===== config.mk =====
export PLATFORM = sky130hd
export DESIGN_NAME = bus_datos_responder
export DESIGN_NICKNAME = d
export VERILOG_FILES = /design/src/rtl/bus_datos_responder.sv
export SDC_FILE = /design/constraint.sdc
export NUM_CORES = 2
export LEC_CHECK = 0
export CORE_ASPECT_RATIO = 2
export CORE_MARGIN = 2
export CORE_UTILIZATION = 65
export CTS_BUF_LIST = sky130_fd_sc_hd__clkbuf_2
export CTS_CLUSTER_SIZE = 10
export DETAILED_ROUTE_END_ITERATION = 8
export GPL_ROUTABILITY_DRIVEN = 0
export MAX_ROUTING_LAYER = met4
export PLACE_DENSITY_LB_ADDON = 0.1
export SLEW_MARGIN = 20
export SYNTH_ARGS = -nofsm -noshare
export SYNTH_HDL_FRONTEND = slang
export SYNTH_SLANG_ARGS = --single-unit

===== constraint.sdc =====
create_clock -name i_Clk -period 5.5 [get_ports i_Clk]
set_input_delay 1.65 -clock i_Clk [delete_from_list [all_inputs] [get_ports i_Clk]]
set_output_delay 1.65 -clock i_Clk [all_outputs]
set_load 0.005 [all_outputs]

===== src/rtl/bus_datos_responder.sv =====
// -----------------------------------------------------------------------------
// bus_datos_responder
//
// Memory/peripheral end of the UAZ micro's data bus. It decodes a 256-byte
// data space into general-purpose RAM, an output port, a synchronized input
// port and an 8-bit prescaled timer with a sticky overflow flag. Read data is
// registered and returned to the micro on o_Dato_Bus.
//
// Bus protocol: there is no handshake. Every rising edge of i_Clk is one bus
// cycle. With i_RW=1 the addressed location takes i_DataOut_Bus at the edge and
// o_Dato_Bus holds. With i_RW=0, o_Dato_Bus takes the addressed location's
// pre-edge value at the edge (exactly one cycle of read latency).
//
// Ports:
//   i_Clk              system clock, rising edge
//   i_Reset            synchronous, active-high reset
//   i_Addres_Data_Bus  data address from the micro
//   i_DataOut_Bus      write data from the micro
//   i_RW               1 = write, 0 = read
//   o_Dato_Bus         registered read data to the micro
//   i_Puerto_In        asynchronous external input pins
//   o_Puerto_Out       output port register
//   o_Timer_Flag       sticky timer overflow flag
//
// Address map:
//   0x00..RAM_TOP  RAM
//   0xF0 PORT_OUT  0xF1 PORT_IN (read-only)  0xF2 TIMER_CNT
//   0xF3 TIMER_PRE 0xF4 CTRL {6'b0, flag, EN}
//   anything else reads 0x00, writes ignored
// -----------------------------------------------------------------------------
module bus_datos_responder #(
    parameter logic [7:0] RAM_TOP     = 8'hEF,
    parameter logic [7:0] PRE_RESET   = 8'h00,
    parameter int         SYNC_STAGES = 2
) (
    input  logic       i_Clk,
    input  logic       i_Reset,
    input  logic [7:0] i_Addres_Data_Bus,
    input  logic [7:0] i_DataOut_Bus,
    input  logic       i_RW,
    output logic [7:0] o_Dato_Bus,
    input  logic [7:0] i_Puerto_In,
    output logic [7:0] o_Puerto_Out,
    output logic       o_Timer_Flag
);

    localparam logic [7:0] ADDR_PORT_OUT  = 8'hF0;
    localparam logic [7:0] ADDR_PORT_IN   = 8'hF1;
    localparam logic [7:0] ADDR_TIMER_CNT = 8'hF2;
    localparam logic [7:0] ADDR_TIMER_PRE = 8'hF3;
    localparam logic [7:0] ADDR_CTRL      = 8'hF4;

    logic [7:0] dato_q, dato_d;
    logic [7:0] port_out_q, port_out_d;
    logic [7:0] cnt_q, cnt_d;
    logic [7:0] pre_q, pre_d;
    logic [7:0] presc_q, presc_d;
    logic       en_q, en_d;
    logic       flag_q, flag_d;

    // sync_q[0] is the first stage, sync_q[SYNC_STAGES-1] the one software sees.
    logic [SYNC_STAGES-1:0][7:0] sync_q, sync_d;

    logic [7:0] ram_q [0:RAM_TOP];

    logic       ram_sel;
    logic       cnt_wr;
    logic       tick;
    logic [7:0] rdata;

    assign ram_sel = (i_Addres_Data_Bus <= RAM_TOP);
    assign cnt_wr  = i_RW && (i_Addres_Data_Bus == ADDR_TIMER_CNT);
    // Equality match only: a prescaler already past a newly written reload
    // value must wrap through 0xFF before it can match again.
    assign tick    = en_q && (presc_q == pre_q);

    // Read mux over pre-edge state.
    always_comb begin
        rdata = 8'h00;
        if (ram_sel) begin
            rdata = ram_q[i_Addres_Data_Bus];
        end else begin
            case (i_Addres_Data_Bus)
                ADDR_PORT_OUT:  rdata = port_out_q;
                ADDR_PORT_IN:   rdata = sync_q[SYNC_STAGES-1];
                ADDR_TIMER_CNT: rdata = cnt_q;
                ADDR_TIMER_PRE: rdata = pre_q;
                ADDR_CTRL:      rdata = {6'b0, flag_q, en_q};
                default:        rdata = 8'h00;
            endcase
        end
    end

    always_comb begin
        dato_d     = dato_q;
        port_out_d = port_out_q;
        cnt_d      = cnt_q;
        pre_d      = pre_q;
        presc_d    = presc_q;
        en_d       = en_q;
        flag_d     = flag_q;
        sync_d     = {sync_q[SYNC_STAGES-2:0], i_Puerto_In};

        if (!i_RW) begin
            dato_d = rdata;
        end

        // CPU register writes. The flag clear is applied before the timer
        // below so that a coincident wrap overrides it.
        if (i_RW) begin
            case (i_Addres_Data_Bus)
                ADDR_PORT_OUT:  port_out_d = i_DataOut_Bus;
                ADDR_TIMER_CNT: cnt_d      = i_DataOut_Bus;
                ADDR_TIMER_PRE: pre_d      = i_DataOut_Bus;
                ADDR_CTRL: begin
                    en_d = i_DataOut_Bus[0];
                    if (i_DataOut_Bus[1]) begin
                        flag_d = 1'b0;
                    end
                end
                default: ;
            endcase
        end

        if (en_q) begin
            presc_d = tick ? 8'h00 : presc_q + 8'h01;
        end

        // A CPU write to TIMER_CNT swallows a coincident tick, including
        // the flag that tick would have raised.
        if (tick && !cnt_wr) begin
            cnt_d = cnt_q + 8'h01;
            if (cnt_q == 8'hFF) begin
                flag_d = 1'b1;
            end
        end
    end

    always_ff @(posedge i_Clk) begin
        if (i_Reset) begin
            dato_q     <= 8'h00;
            port_out_q <= 8'h00;
            cnt_q      <= 8'h00;
            pre_q      <= PRE_RESET;
            presc_q    <= 8'h00;
            en_q       <= 1'b0;
            flag_q     <= 1'b0;
            sync_q     <= '0;
        end else begin
            dato_q     <= dato_d;
            port_out_q <= port_out_d;
            cnt_q      <= cnt_d;
            pre_q      <= pre_d;
            presc_q    <= presc_d;
            en_q       <= en_d;
            flag_q     <= flag_d;
            sync_q     <= sync_d;
        end
    end

    // RAM keeps its contents through reset, but reset still blocks a write.
    always_ff @(posedge i_Clk) begin
        if (!i_Reset && i_RW && ram_sel) begin
            ram_q[i_Addres_Data_Bus] <= i_DataOut_Bus;
        end
    end

    assign o_Dato_Bus   = dato_q;
    assign o_Puerto_Out = port_out_q;
    assign o_Timer_Flag = flag_q;

endmodule


==> impl_metrics.csv <==
group,metric,value,unit
timing,final_min_period_over_clock_period,78.64,%
yosys,netlist_top_cells_area,"sky130_fd_sc_hd__edfxtp_1, sky130_fd_sc_hd__mux4_2, sky130_fd_sc_hd__mux2i_1",
setup_path,crit_arrival,2.67,ns
yosys,synth_top_family_by_area,"multiplexers",
placed_design,placement.setup.worst_slack,0.2944,ns
yosys,synthTopCellsByCount,"sky130_fd_sc_hd__edfxtp_1, sky130_fd_sc_hd__mux4_2, sky130_fd_sc_hd__nor2_1",
timing,report.final.hold_viol_count,0,
pwr,swShare,24.50,%
detailed_routing,routed_wirelength,211800,um
grt,grt_pass1_wl,301600,um
grt,groute.usage.overall,36.79,%
setup_path,worstPathCellList,"clkdlybuf4s50_1",
setup_path,critPathMaxFanout,2,
clock_tree,cts_max_path_buffers,4,
detailed_routing,routed-via-count,41910,
pwr,pwr_density_cell,314.3,nW/um^2
setup_path,critical-path-slowest-cell,"sky130_fd_sc_hd__clkdlybuf4s50_1",
floorplanning,fp.dieArea,122100,um^2
final_layout,area_delta_synth_final,9.643,%
detailed_routing,remaining_number_of_nets_flagged_by_the_antenna_check_after_routing,0,
worst_hold_path,holdCritPathClass,"in2reg",
yosys,yosysSeqAreaShare,75.93,%
placed_design,place.port_buffers,43,
setup_path,critical_path.startpoint,"o_Dato_Bus[0]",
setup_path,critical_path.n_buffers_inverters,1,
clock_tree,tritoncts_clock_tree,"done",
pwr,leakage,27.82,nW
yosys,complex_gate_fraction_of_the_synthesized_area,2.374,%
setup_path,reg2reg_setup_slack,2.73,ns
final_layout,fin_nets,4374,
clock_tree,insertion_delay,1.72,ns
timing,finalWorstPathRequiredPeriod,4.325,ns
yosys,syn_nets,3824,
yosys,synth_mux_area_share,15.73,%
setup_path,crit_path_start_kind,"register",
setup_path,cp_class,"reg2out",
timing,slew-limit-headroom,17.37,%
grt,grt_start_max_net_pins,119,
yosys,combined_area_of_all_synthesized_cells,77460,um^2
placed_design,hpwl_detailed,138500,um
grt,grt_pass1_vias,43390,
timing,finalSetupTns,0,ns
pwr,fin_total_pwr,26.70,mW
setup_path,worst_path_largest_cell_delay,0.53,ns
pwr,sequential_fraction_of_design_power,61.9,%
clock_tree,clk_pin_slew,0.14,ns
yosys,synth_top_area_share,74.43,%
pwr,combinationalPowerShare,6.1,%
timing,worst_slack,1.175,ns
pwr,power.ir.vdd_worst,0.2243,mV
yosys,netlist-cell-type-count,71,
setup_path,worst-r2r-cell-count,6,
detailed_routing,drt-pass1-iter-count,8,
placed_design,postPlaceCellArea,81280,um^2
grt,antenna_violations_before_repair,6,
yosys,synth-simple-area-share,3.899,%
yosys,synth_enable_flop_cells,1920,
timing,rsz0062_at_grt,"no",
pwr,power.clock.fraction,31.9,%
clock_tree,post_cts_hold_buffer_count,0,
setup_path,crit_family,"buffers and inverters",
timing,timing.final.setup_violations,0,
clock_tree,cts_setup_buffers,0,
pwr,power.internal,20.16,mW
clock_tree,number_of_cts_inserted_buffers,415,
clock_tree,clock-sinks,1978,
clock_tree,post_cts_repair_resize_count,0,
floorplanning,die_w,248.1,um
detailed_routing,avgViaCountPerCell,6.759,
yosys,asyncSetResetFlopFracSynth,0,%
yosys,synthesis.instances,3795,
timing,clock-skew-final,0.1612,ns
setup_path,timing.critical_path.required,3.85,ns
grt,gr-total-overflow,0,
floorplanning,start_util,65.26,%
floorplanning,io_pins,44,
final_layout,proportion_of_layout_cells_with_a_drive_suffix_above_1,30.55,%
run,drv_cap,0,
setup_path,critical_path.reg2reg.startpoint,"ram_q[143][7]",
yosys,synth_top_cell_by_area,"sky130_fd_sc_hd__edfxtp_1",
setup_path,cp-endpoint,"o_Dato_Bus[0]",
yosys,yosys_most_used_dff,"sky130_fd_sc_hd__edfxtp_1",
setup_path,critical_r2r_capture,"o_Dato_Bus[7]",
floorplanning,core_area,118700,um^2
detailed_routing,drt_iter0_markers,4947,
yosys,yosys.area_share.adder,0.03230,%
floorplanning,std_cell_rows,179,
pwr,power_switching,6.542,mW
yosys,post-synth-top-count-cell,"sky130_fd_sc_hd__edfxtp_1",
final_layout,fraction_of_the_core_area_covered_by_cells_at_the_end_of_the_flow,71.55,%
placed_design,placed_cells_incl_taps,5466,
detailed_routing,avgRoutedWirePerCell,34.16,um
timing,worst_pin_slew,1.226,ns
timing,achievable-frequency,0.2312,GHz
yosys,synthXorXnorAreaFrac,0.2374,%
setup_path,end_kind,"output pin",
floorplanning,floorplan_die_height,492.2,um
final_layout,finish.instance_area,84930,um^2
final_layout,number_of_cells_in_the_finished_layout_apart_from_fillers,6201,
timing,hold-worst-slack,0.4162,ns
status,status,"complete, no violations",
timing,slew_violations,0,
setup_path,cp_num_cells,1,
detailed_routing,detail_route.drc_violations,0,
clock_tree,cts_root_buf,"sky130_fd_sc_hd__clkbuf_2",
yosys,synth_area_per_cell,20.41,um^2
yosys,yosys_register_bits,1978,
clock_tree,ctsHtreeMaxLevel,5,
yosys,yosysWarnings,0,
-- cells by family after synthesis --
logic type / count (synthesis)
buffers and inverters: 236
and+or+nand+nor: 696
muxes: 614
DFF: 1978
AOI/OAI and AO/OA: 248
adders and majority gates: 2
xor gates and xnor gates: 21
-- per-layer routing --
layer / track usage [%] / up-vias / part of all wire [%]
met5: - / - / 0
met4: 27.10 / 0 / 8.8
met3: 8.113 / 687 / 9.0
met2: 58.70 / 2775 / 51
met1: 40.49 / 21460 / 31
li1: - / 16990 / -
-- area by class of cell --
type                       instances  area (um^2)
fill                            7289        33770
timing repair buffer             360         3221
inverter                           9        38.79
tap                             1538         1924
multi-input combinational       1581        17280
clock buffer                     564         2823
antenna                           11        27.53
sequential                      1978        58820
clock inverter                   160        803.3
-- state kept, by name, summed over array words and instances, names as in the netlist --
signal / flops
ram_q: 1920
cnt_q: 8
o_Dato_Bus: 8
o_Puerto_Out: 8
pre_q: 8
presc_q: 8
sync_d: 8
sync_q: 8
en_q: 1
o_Timer_Flag: 1
-- power by group through the flow --
| stage | Sequential [mW] | Clock, mW | Combinational, mW |
|---|---|---|---|
| after floorplan | 16.9 | 0 | 0.816 |
| after global placement | 16.9 | 0 | 1.58 |
| after detailed placement | 16.9 | 0 | 1.61 |
| after CTS | 16.5 | 8.65 | 1.61 |
| after global routing | 16.5 | 9.31 | 1.68 |
| final | 16.5 | 8.52 | 1.64 |
-- how the worst min path moves through the flow --
stage,start,endpoint,cells after the start
global route,i_DataOut_Bus[7],ram_q[180][7],1
floorplan,sync_d[10],sync_q[10],1
CTS,i_DataOut_Bus[1],ram_q[213][1],1
global placement,sync_d[14],sync_q[14],1
finish,i_DataOut_Bus[7],ram_q[180][7],1
detailed placement,sync_d[12],sync_q[12],1
-- cells in the final DEF, fill, tap and decap left out, drive strengths merged, types with 35 or more instances in the layout --
cell type  instances
dfxtp             58
a32oi             37
nand2            187
mux4             477
edfxtp          1920
clkbuf           564
nor2             324
nand3             57
clkinv           150
mux2i            131
buf              331
a22oi             35
(Power assumes the default switching activity.)
